<file path="src/rtl/sensor_pkt_pkg.sv">
// Shared FSM state type, frame byte indices and checksum helper for the
// sensor frame packetizer and its testbench.
package sensor_pkt_pkg;

  typedef enum logic [2:0] {
    IDLE,
    LOAD,
    REQ,
    WAIT_LOW,
    WAIT_HIGH,
    NEXT
  } pkt_state_t;

  localparam logic [2:0] IDX_SYNC = 3'd0;
  localparam logic [2:0] IDX_SEQ  = 3'd1;
  localparam logic [2:0] IDX_CC   = 3'd2;
  localparam logic [2:0] IDX_DC   = 3'd3;
  localparam logic [2:0] IDX_CSUM = 3'd4;

  localparam logic [7:0] SYNC_BYTE_DEFAULT = 8'hA5;

  // Inverted mod-256 sum of the payload bytes (seq, cc, dc).
  function automatic logic [7:0] frame_checksum(input logic [7:0] seq,
                                                input logic [7:0] cc,
                                                input logic [7:0] dc);
    logic [7:0] sum;
    sum = seq + cc + dc;
    return ~sum;
  endfunction

endpackage

</file>
<file path="src/rtl/sensor_frame_packetizer_tick.sv">
// Periodic sample tick generator (module sample_tick_gen): free-running
// timer cleared while disabled, one-cycle tick on the last count.
module sample_tick_gen #(
  parameter int PERIOD_CYCLES = 10_000_000
) (
  input  logic clk,
  input  logic reset,
  input  logic enable,
  output logic tick
);

  localparam int CW = $clog2(PERIOD_CYCLES);
  localparam logic [CW-1:0] LAST = CW'(PERIOD_CYCLES - 1);

  logic [CW-1:0] count;

  always_ff @(posedge clk or posedge reset) begin
    if (reset) begin
      count <= '0;
    end else if (!enable || count == LAST) begin
      count <= '0;
    end else begin
      count <= count + CW'(1);
    end
  end

  assign tick = enable && (count == LAST);

endmodule

</file>
<file path="src/rtl/sensor_frame_packetizer.sv">
// Snapshots the count and duty measurements on each sample tick and sends a
// framed packet (sync, seq, cc, dc) to a byte UART. Define PKT_CHECKSUM_EN to
// append an inverted-sum checksum byte.
module sensor_frame_packetizer
  import sensor_pkt_pkg::*;
#(
  parameter int         PERIOD_CYCLES = 10_000_000,
  parameter logic [7:0] SYNC_BYTE     = SYNC_BYTE_DEFAULT,
  parameter int         ACK_TIMEOUT   = 8
) (
  input  logic       clk,
  input  logic       reset,
  input  logic       enable,
  input  logic [7:0] cc_value,
  input  logic [7:0] dc_value,
  input  logic       tx_ready,
  output logic [7:0] tx_data,
  output logic       tx_start,
  output logic       busy,
  output logic       frame_done,
  output logic [7:0] seq_out,
  output logic [7:0] overrun_cnt
);

`ifdef PKT_CHECKSUM_EN
  localparam logic [2:0] LAST_IDX = IDX_CSUM;
`else
  localparam logic [2:0] LAST_IDX = IDX_DC;
`endif

  localparam int AW = $clog2(ACK_TIMEOUT + 1);
  localparam logic [AW-1:0] ACK_LAST = AW'(ACK_TIMEOUT - 1);

  pkt_state_t    state;
  pkt_state_t    next_state;
  logic          tick;
  logic [7:0]    cc_snap;
  logic [7:0]    dc_snap;
  logic [7:0]    seq_cnt;
  logic [2:0]    idx;
  logic [AW-1:0] ack_cnt;
  logic [7:0]    byte_sel;
  logic          last_byte;

  sample_tick_gen #(
    .PERIOD_CYCLES(PERIOD_CYCLES)
  ) u_tick (
    .clk   (clk),
    .reset (reset),
    .enable(enable),
    .tick  (tick)
  );

  assign last_byte = (idx == LAST_IDX);

  always_ff @(posedge clk or posedge reset) begin
    if (reset) begin
      state <= IDLE;
    end else begin
      state <= next_state;
    end
  end

  // WAIT_LOW falls through to NEXT when ready never drops, so a transmitter
  // that finishes within one cycle cannot stall the frame.
  always_comb begin
    next_state = state;
    case (state)
      IDLE:      if (tick) next_state = LOAD;
      LOAD:      next_state = REQ;
      REQ:       if (tx_ready) next_state = WAIT_LOW;
      WAIT_LOW: begin
        if (!tx_ready) begin
          next_state = WAIT_HIGH;
        end else if (ack_cnt == ACK_LAST) begin
          next_state = NEXT;
        end
      end
      WAIT_HIGH: if (tx_ready) next_state = NEXT;
      NEXT:      next_state = last_byte ? IDLE : LOAD;
      default:   next_state = IDLE;
    endcase
  end

  always_comb begin
    tx_start   = (state == REQ) && tx_ready;
    busy       = (state != IDLE);
    frame_done = (state == NEXT) && last_byte;
  end

  always_comb begin
    byte_sel = 8'h00;
    case (idx)
      IDX_SYNC: byte_sel = SYNC_BYTE;
      IDX_SEQ:  byte_sel = seq_out;
      IDX_CC:   byte_sel = cc_snap;
      IDX_DC:   byte_sel = dc_snap;
`ifdef PKT_CHECKSUM_EN
      IDX_CSUM: byte_sel = frame_checksum(seq_out, cc_snap, dc_snap);
`endif
      default:  byte_sel = 8'h00;
    endcase
  end

  // seq_cnt is the number of the next frame; seq_out latches it at snapshot
  // so the frame in flight carries the pre-increment value.
  always_ff @(posedge clk or posedge reset) begin
    if (reset) begin
      cc_snap     <= 8'h00;
      dc_snap     <= 8'h00;
      seq_cnt     <= 8'h00;
      seq_out     <= 8'h00;
      overrun_cnt <= 8'h00;
      tx_data     <= 8'h00;
      idx         <= IDX_SYNC;
      ack_cnt     <= '0;
    end else begin
      if (state == IDLE && tick) begin
        cc_snap <= cc_value;
        dc_snap <= dc_value;
        seq_out <= seq_cnt;
        idx     <= IDX_SYNC;
      end
      if (tick && state != IDLE && overrun_cnt != 8'hFF) begin
        overrun_cnt <= overrun_cnt + 8'd1;
      end
      if (state == LOAD) begin
        tx_data <= byte_sel;
      end
      if (state == WAIT_LOW) begin
        ack_cnt <= ack_cnt + AW'(1);
      end else begin
        ack_cnt <= '0;
      end
      if (state == NEXT) begin
        if (last_byte) begin
          seq_cnt <= seq_cnt + 8'd1;
          idx     <= IDX_SYNC;
        end else begin
          idx <= idx + 3'd1;
        end
      end
    end
  end

endmodule

</file>
<file path="config.mk">
export PLATFORM = sky130hd
export DESIGN_NAME = sensor_frame_packetizer
export DESIGN_NICKNAME = d
export VERILOG_FILES = /design/src/rtl/sensor_pkt_pkg.sv /design/src/rtl/sensor_frame_packetizer_tick.sv /design/src/rtl/sensor_frame_packetizer.sv
export SDC_FILE = /design/constraint.sdc
export NUM_CORES = 1
export LEC_CHECK = 0
export ABC_AREA = 1
export BUFFER_PORTS_ARGS = -buffer_cell sky130_fd_sc_hd__buf_2
export CORE_MARGIN = 10
export CORE_UTILIZATION = 55
export DETAILED_ROUTE_END_ITERATION = 7
export PLACE_DENSITY = 0.75
export SLEW_MARGIN = 20
export SYNTH_ARGS = -nofsm -noshare
export SYNTH_HDL_FRONTEND = slang
export SYNTH_HIERARCHICAL = 1
export SYNTH_SLANG_ARGS = --single-unit
</file>
<file path="constraint.sdc">
create_clock -name clk -period 2.3 [get_ports clk]
set_input_delay 0.23 -clock clk [delete_from_list [all_inputs] [get_ports clk]]
set_output_delay 0.23 -clock clk [all_outputs]
set_load 0.01 [all_outputs]
</file>
Word level (Yosys, flattened, before mapping) --
Index checks and enable logic that the tools add are counted.
Word-level totals: input port bits 20, output and inout port bits 27, word-level logic and storage cells 57, register bits after elaboration 82
Cells by class: equal/unequal tests 15, reduce and logical (&&, ||, !) cells 14, add/subtract/negate cells 5, mux-type cells 13
Operators with widths (count):
- one-hot mux 8 bit (4 select lines) | 1
- adder 24 x 1 -> 24 bit (second input constant) | 1
- equality test 24 bit (second input constant) | 1
- 2-to-1 mux 24 bit | 1
- 2-to-1 mux 3 bit | 8
- one-hot mux 3 bit (6 select lines) | 1
- adder 8 x 1 -> 8 bit (second input constant) | 2
- equality test 3 x 2 -> 1 bit (second input constant) | 4
- != test 8 bit (second input constant) | 1
- equality test 3 x 1 -> 1 bit (second input constant) | 2
- equality test 3 bit (second input constant) | 2
- logical AND 1 bit | 6
- logical NOT 3 bit | 2
- != test 2 bit (second input constant) | 3
- adder 4 x 1 -> 4 bit (second input constant) | 1
- equality test 4 x 3 -> 1 bit (second input constant) | 1
- 2-to-1 mux 4 bit | 1
- AND reduction 4 bit | 1
- adder 3 x 1 -> 3 bit (second input constant) | 1
- != test 3 bit (second input constant) | 1
- nonzero test 3 bit | 1
- AND reduction 2 bit | 1
- nonzero test 2 bit | 1
- logical NOT 1 bit | 1
- other kinds (2) | 2

Logic depth before layout (Yosys ltp) --
depth in word-level cells 5, gate-level depth with buffers 13, mapped depth without buffers 13

Hierarchy --
Netlist, hierarchy kept.
By module, submodules not included:
- sensor_frame_packetizer | cells an instance 363, area each 2894.0 um2, sequential area each 1451.4 um2, instances 1
- sample_tick_gen | cells an instance 227, area each 1570.3 um2, sequential area each 600.6 um2, instances 1

Least setup slack after synthesis --
OpenSTA, ideal clock, no wires.
path kind reg-to-reg, start register u_tick.count[0], end register dc_snap[1], stages on the path, launching flop included 14, arrival time 1.747 ns, path buffers 1, library setup time 0.116 ns, path slack 0.437 ns, period minus slack after synthesis 1.863 ns, data required time 2.184 ns, path through dfrtp_1 -> ha_1 -> inv_1 -> nor2_4 -> nand2_1 -> nor2_1 -> nand3_1 -> nor2_1 -> inv_1 -> nor2_4 -> inv_2 -> buf_2 -> nand2_1 -> nand2_1
Between the ends: word-level cells in the longest chain between the ends 3
Ends and longest elaborated chain:
- start: declaration | line sensor_frame_packetizer_tick.sv:15 | logic [CW-1:0] count;
- start signal: assignment | line sensor_frame_packetizer_tick.sv:23 | count <= count + CW'(1);
- equality test 24 bit | line sensor_frame_packetizer_tick.sv:27 | assign tick = enable && (count == LAST);
- logical AND 1 bit | line sensor_frame_packetizer_tick.sv:27
- via tick | line sensor_frame_packetizer.sv:36 | logic tick;
- logical AND 1 bit | line sensor_frame_packetizer.sv:118 | if (state == IDLE && tick) begin
- end signal: assignment | line sensor_frame_packetizer.sv:120 | dc_snap <= dc_value;
- end: declaration | line sensor_frame_packetizer.sv:38 | logic [7:0] dc_snap;
The timed path passes the listed nets, and every way through them passes these cells. A chain may end at the register's enable or synchronous reset.

Worst setup path after layout --
start register u_tick.count[0], end register cc_snap[7]
Between the ends: word-level cells in the longest chain between the ends 3
Ends and longest elaborated chain:
- equality test 24 bit | line sensor_frame_packetizer_tick.sv:27
- logical AND 1 bit | line sensor_frame_packetizer_tick.sv:27
- via tick | line sensor_frame_packetizer.sv:36
- logical AND 1 bit | line sensor_frame_packetizer.sv:118
- end signal: assignment | line sensor_frame_packetizer.sv:119 | cc_snap <= cc_value;
- end: declaration | line sensor_frame_packetizer.sv:37 | logic [7:0] cc_snap;
The timed path passes the listed nets, and every way through them passes these cells.

==> reports/results.ini <==
[routing]
dr.pass1.iters=4
wl_per_cell_um=12.87
vias=3801
viasPerCell=5.068
ant_nets=0
wl_mm=9.652
drcViolationCount=0
drt-initial-drc-count=91

[clock_tree]
clk_pin_slew_ps=90
root_buffer=clkbuf_8
cts_tree=built
cts_htree_levels=3
post-cts-setup-buffers=0
clkSinkCount=82
cts_buffer_depth=2
cts_inserted_buffers=9
clk_latency_ps=360

[pwr]
leakage_nw=2.570
cellPowerDensity_nw_per_um2=737.0
peakVddDrop_uv=444.3

[worst_setup_path]
arrival_ps=2360
path_common_cell=nand2_1
reg2reg_to=cc_snap[7]$_DFFE_PP0P_
worstSetupPathType=reg2reg
crit_slowest_cell=dfrtp_1
crit_path_end_kind=flip-flop
critPathMaxFanout=19
r2r_slack_ps=250
slowest_delay_ps=380
crit_required_ps=2600
start_kind=flip-flop
path_cells=ha_2, inv_1, nor2_4, nand2_1, nor2_1, nand3_1, nor2_1, inv_1, nor2_4, buf_4, nand2_1, nand2_1
reg2reg_depth=12
reg2reg_from=u_tick/count[0]$_DFF_PP0_

[timing]
fmax_mhz=487.5
finalCriticalPeriod_ps=2051
hold_ws_ps=65.25
tns_ps=0
drv_slew=0
rsz0062_at_grt=false
worst_pin_slew_ps=550.4
finalCritPeriodShare_pct=89.18
fin_skew_ps=11.03
finalHoldViolations=0
setup_violations=0
max_slew_margin_pct=63.17

[synthesis]
synth_adder_area_share_pct=2.242
netlist_instances=590
synth_seq_cells=82
synth_mux_area_share_pct=0
synth_flop_cell=dfrtp_1
synth_top_family_by_area=simple AND/OR/NAND/NOR gates
synthesis.area_um2=4464
async_reset_ff_share_pct=100.0
yosysSeqAreaShare_pct=45.96
synth_xor_xnor_area_share_pct=3.139
synthSimpleGateAreaFrac_pct=34.73
synth_nets=618
synth_warnings=6
synth-edff-count=0
synth-compound-area-share_pct=6.194
syn_avg_cell_area_um2=7.567
synthDistinctLibCells=26

[min_path]
hold_depth=3
worstHoldPathType=in2reg
hold_end=dc_snap[3]$_DFFE_PP0P_
min-delay-start=dc_value[3]

[global_routing]
grt_max_degree=32
grt_first_pass_wirelength_mm=16.39
grt_usage_pct=16.50
grt_pass1_vias=3759
grt-ovfl-total=0
antenna_found_initial=0

[floorplanning]
core_um2=7807
rows=32
start_util_pct=57.18
die_y_um=110.1
pin_count=47
die-area_um2=12120
die_x_um=110.1

[final_layout]
most-common-layout-cells=nand2_1, dfrtp_1, inv_1
fin_nets=671
final_common_cell=nand2_1
diodes=0
area_delta_synth_final_pct=12.28
drive_above_1_share_pct=16.20
final_core_util_pct=64.20
stdcell_count=750

[place]
dp.cells=733
dp_hpwl_mm=7.269
port_buffers=46
place.gp.congestion=0.8561

[status]
status=finished clean

[job]
maxCapViolations=0

power by group:
part / internal [W] / switching [W] / total, W
logic: 0.000272 / 0.000526 / 0.000798
registers: 0.00157 / 0.000125 / 0.00170
clock network: 0.000649 / 0.000551 / 0.00120
total: 0.00249 / 0.00120 / 0.00369
synthesized netlist by cell type, types with 5 or more instances:
library cell  count  area, um^2
nor2_4           11       123.9
dfrtp_1          82        2052
buf_6             6       67.56
o21ai_1          10       50.05
o21ai_0          29       145.1
nand2_2           9       56.30
xor2_1           11       96.34
nor2_2           12       75.07
xnor2_1           5       43.79
nand3_1          30       150.1
nand2_1         217       814.5
ha_1              8       100.1
nor2_1           59       221.5
inv_1            66       247.7
nand4_1           6       37.54
a21oi_1          11       55.05
final cells by class:
cell class | instances | area [um^2]
fillers | 704 | 2795
flip-flops and latches | 82 | 2052
well taps | 102 | 127.6
repair buffers | 52 | 277.8
clock inverters | 5 | 86.33
multi-input cells | 430 | 2069
clock buffers | 11 | 141.4
inverters | 68 | 257.7
worst max-delay path by stage:
| stage | start | end | slack, ps | depth (start not counted) |
|---|---|---|---|---|
| final | u_tick/count[0]$_DFF_PP0_ | cc_snap[7]$_DFFE_PP0P_ | 250 | 12 |
| after global placement | u_tick/count[0]$_DFF_PP0_ | idx[1]$_DFFE_PP0P_ | 290 | 12 |
| after floorplan | u_tick/count[0]$_DFF_PP0_ | dc_snap[1]$_DFFE_PP0P_ | 440 | 13 |
| after detailed placement | u_tick/count[0]$_DFF_PP0_ | idx[1]$_DFFE_PP0P_ | 170 | 12 |
| after CTS | u_tick/count[0]$_DFF_PP0_ | idx[1]$_DFFE_PP0P_ | 140 | 12 |
| after global routing | u_tick/count[0]$_DFF_PP0_ | dc_snap[5]$_DFFE_PP0P_ | 20 | 12 |
sequential cells by signal (all words and copies together), names as in the netlist:
signal        flops
seq_cnt           8
u_tick/count     24
tx_data           8
state             3
seq_out           8
idx               3
overrun_cnt       8
dc_snap           8
ack_cnt           4
cc_snap           8
logic make-up (layout without fill, tap and decap cells):
family	after synthesis	after routing
adder cells (fa/ha/maj)	8	8
buffers and inverters	78	136
AND/OR/NAND/NOR	354	354
XOR/XNOR	16	16
flip-flops	82	82
AO/OA/AOI/OAI	52	52
layer usage:
metal | global-route usage [%] | vias to the layer above | part of all wire, %
met5 | 0 | - | 0
met2 | 28.62 | 73 | 50
met4 | 7.890 | 0 | 2.1
met1 | 19.48 | 1790 | 44
met3 | 2.786 | 17 | 4.4
li1 | - | 1921 | -
timing repair:
action | CTS | global route
endpoints found under the setup margin | 0 | 23
resized for setup | 0 | 3
endpoints found under the hold margin | 38 | 0
hold buffers | 1 | 0
through the flow:
step,total power (W),setup slack [ps],cell area (um^2)
final,0.003694,248.8,5012
after detailed placement,0.002524,165.8,4770
after global placement,0.002498,285.1,4770
after CTS,0.003733,139.4,5007
after floorplan,0.002290,436.9,4464
after global routing,0.003918,21.69,5012
critical path: cells and delay by family, from the launching register on:
family	cells	cell delay (ps)
adder cells (fa/ha/maj)	1	220
AND/OR/NAND/NOR	8	990
flip-flops	1	380
buffers and inverters	3	390
(Power assumes the default switching activity.)
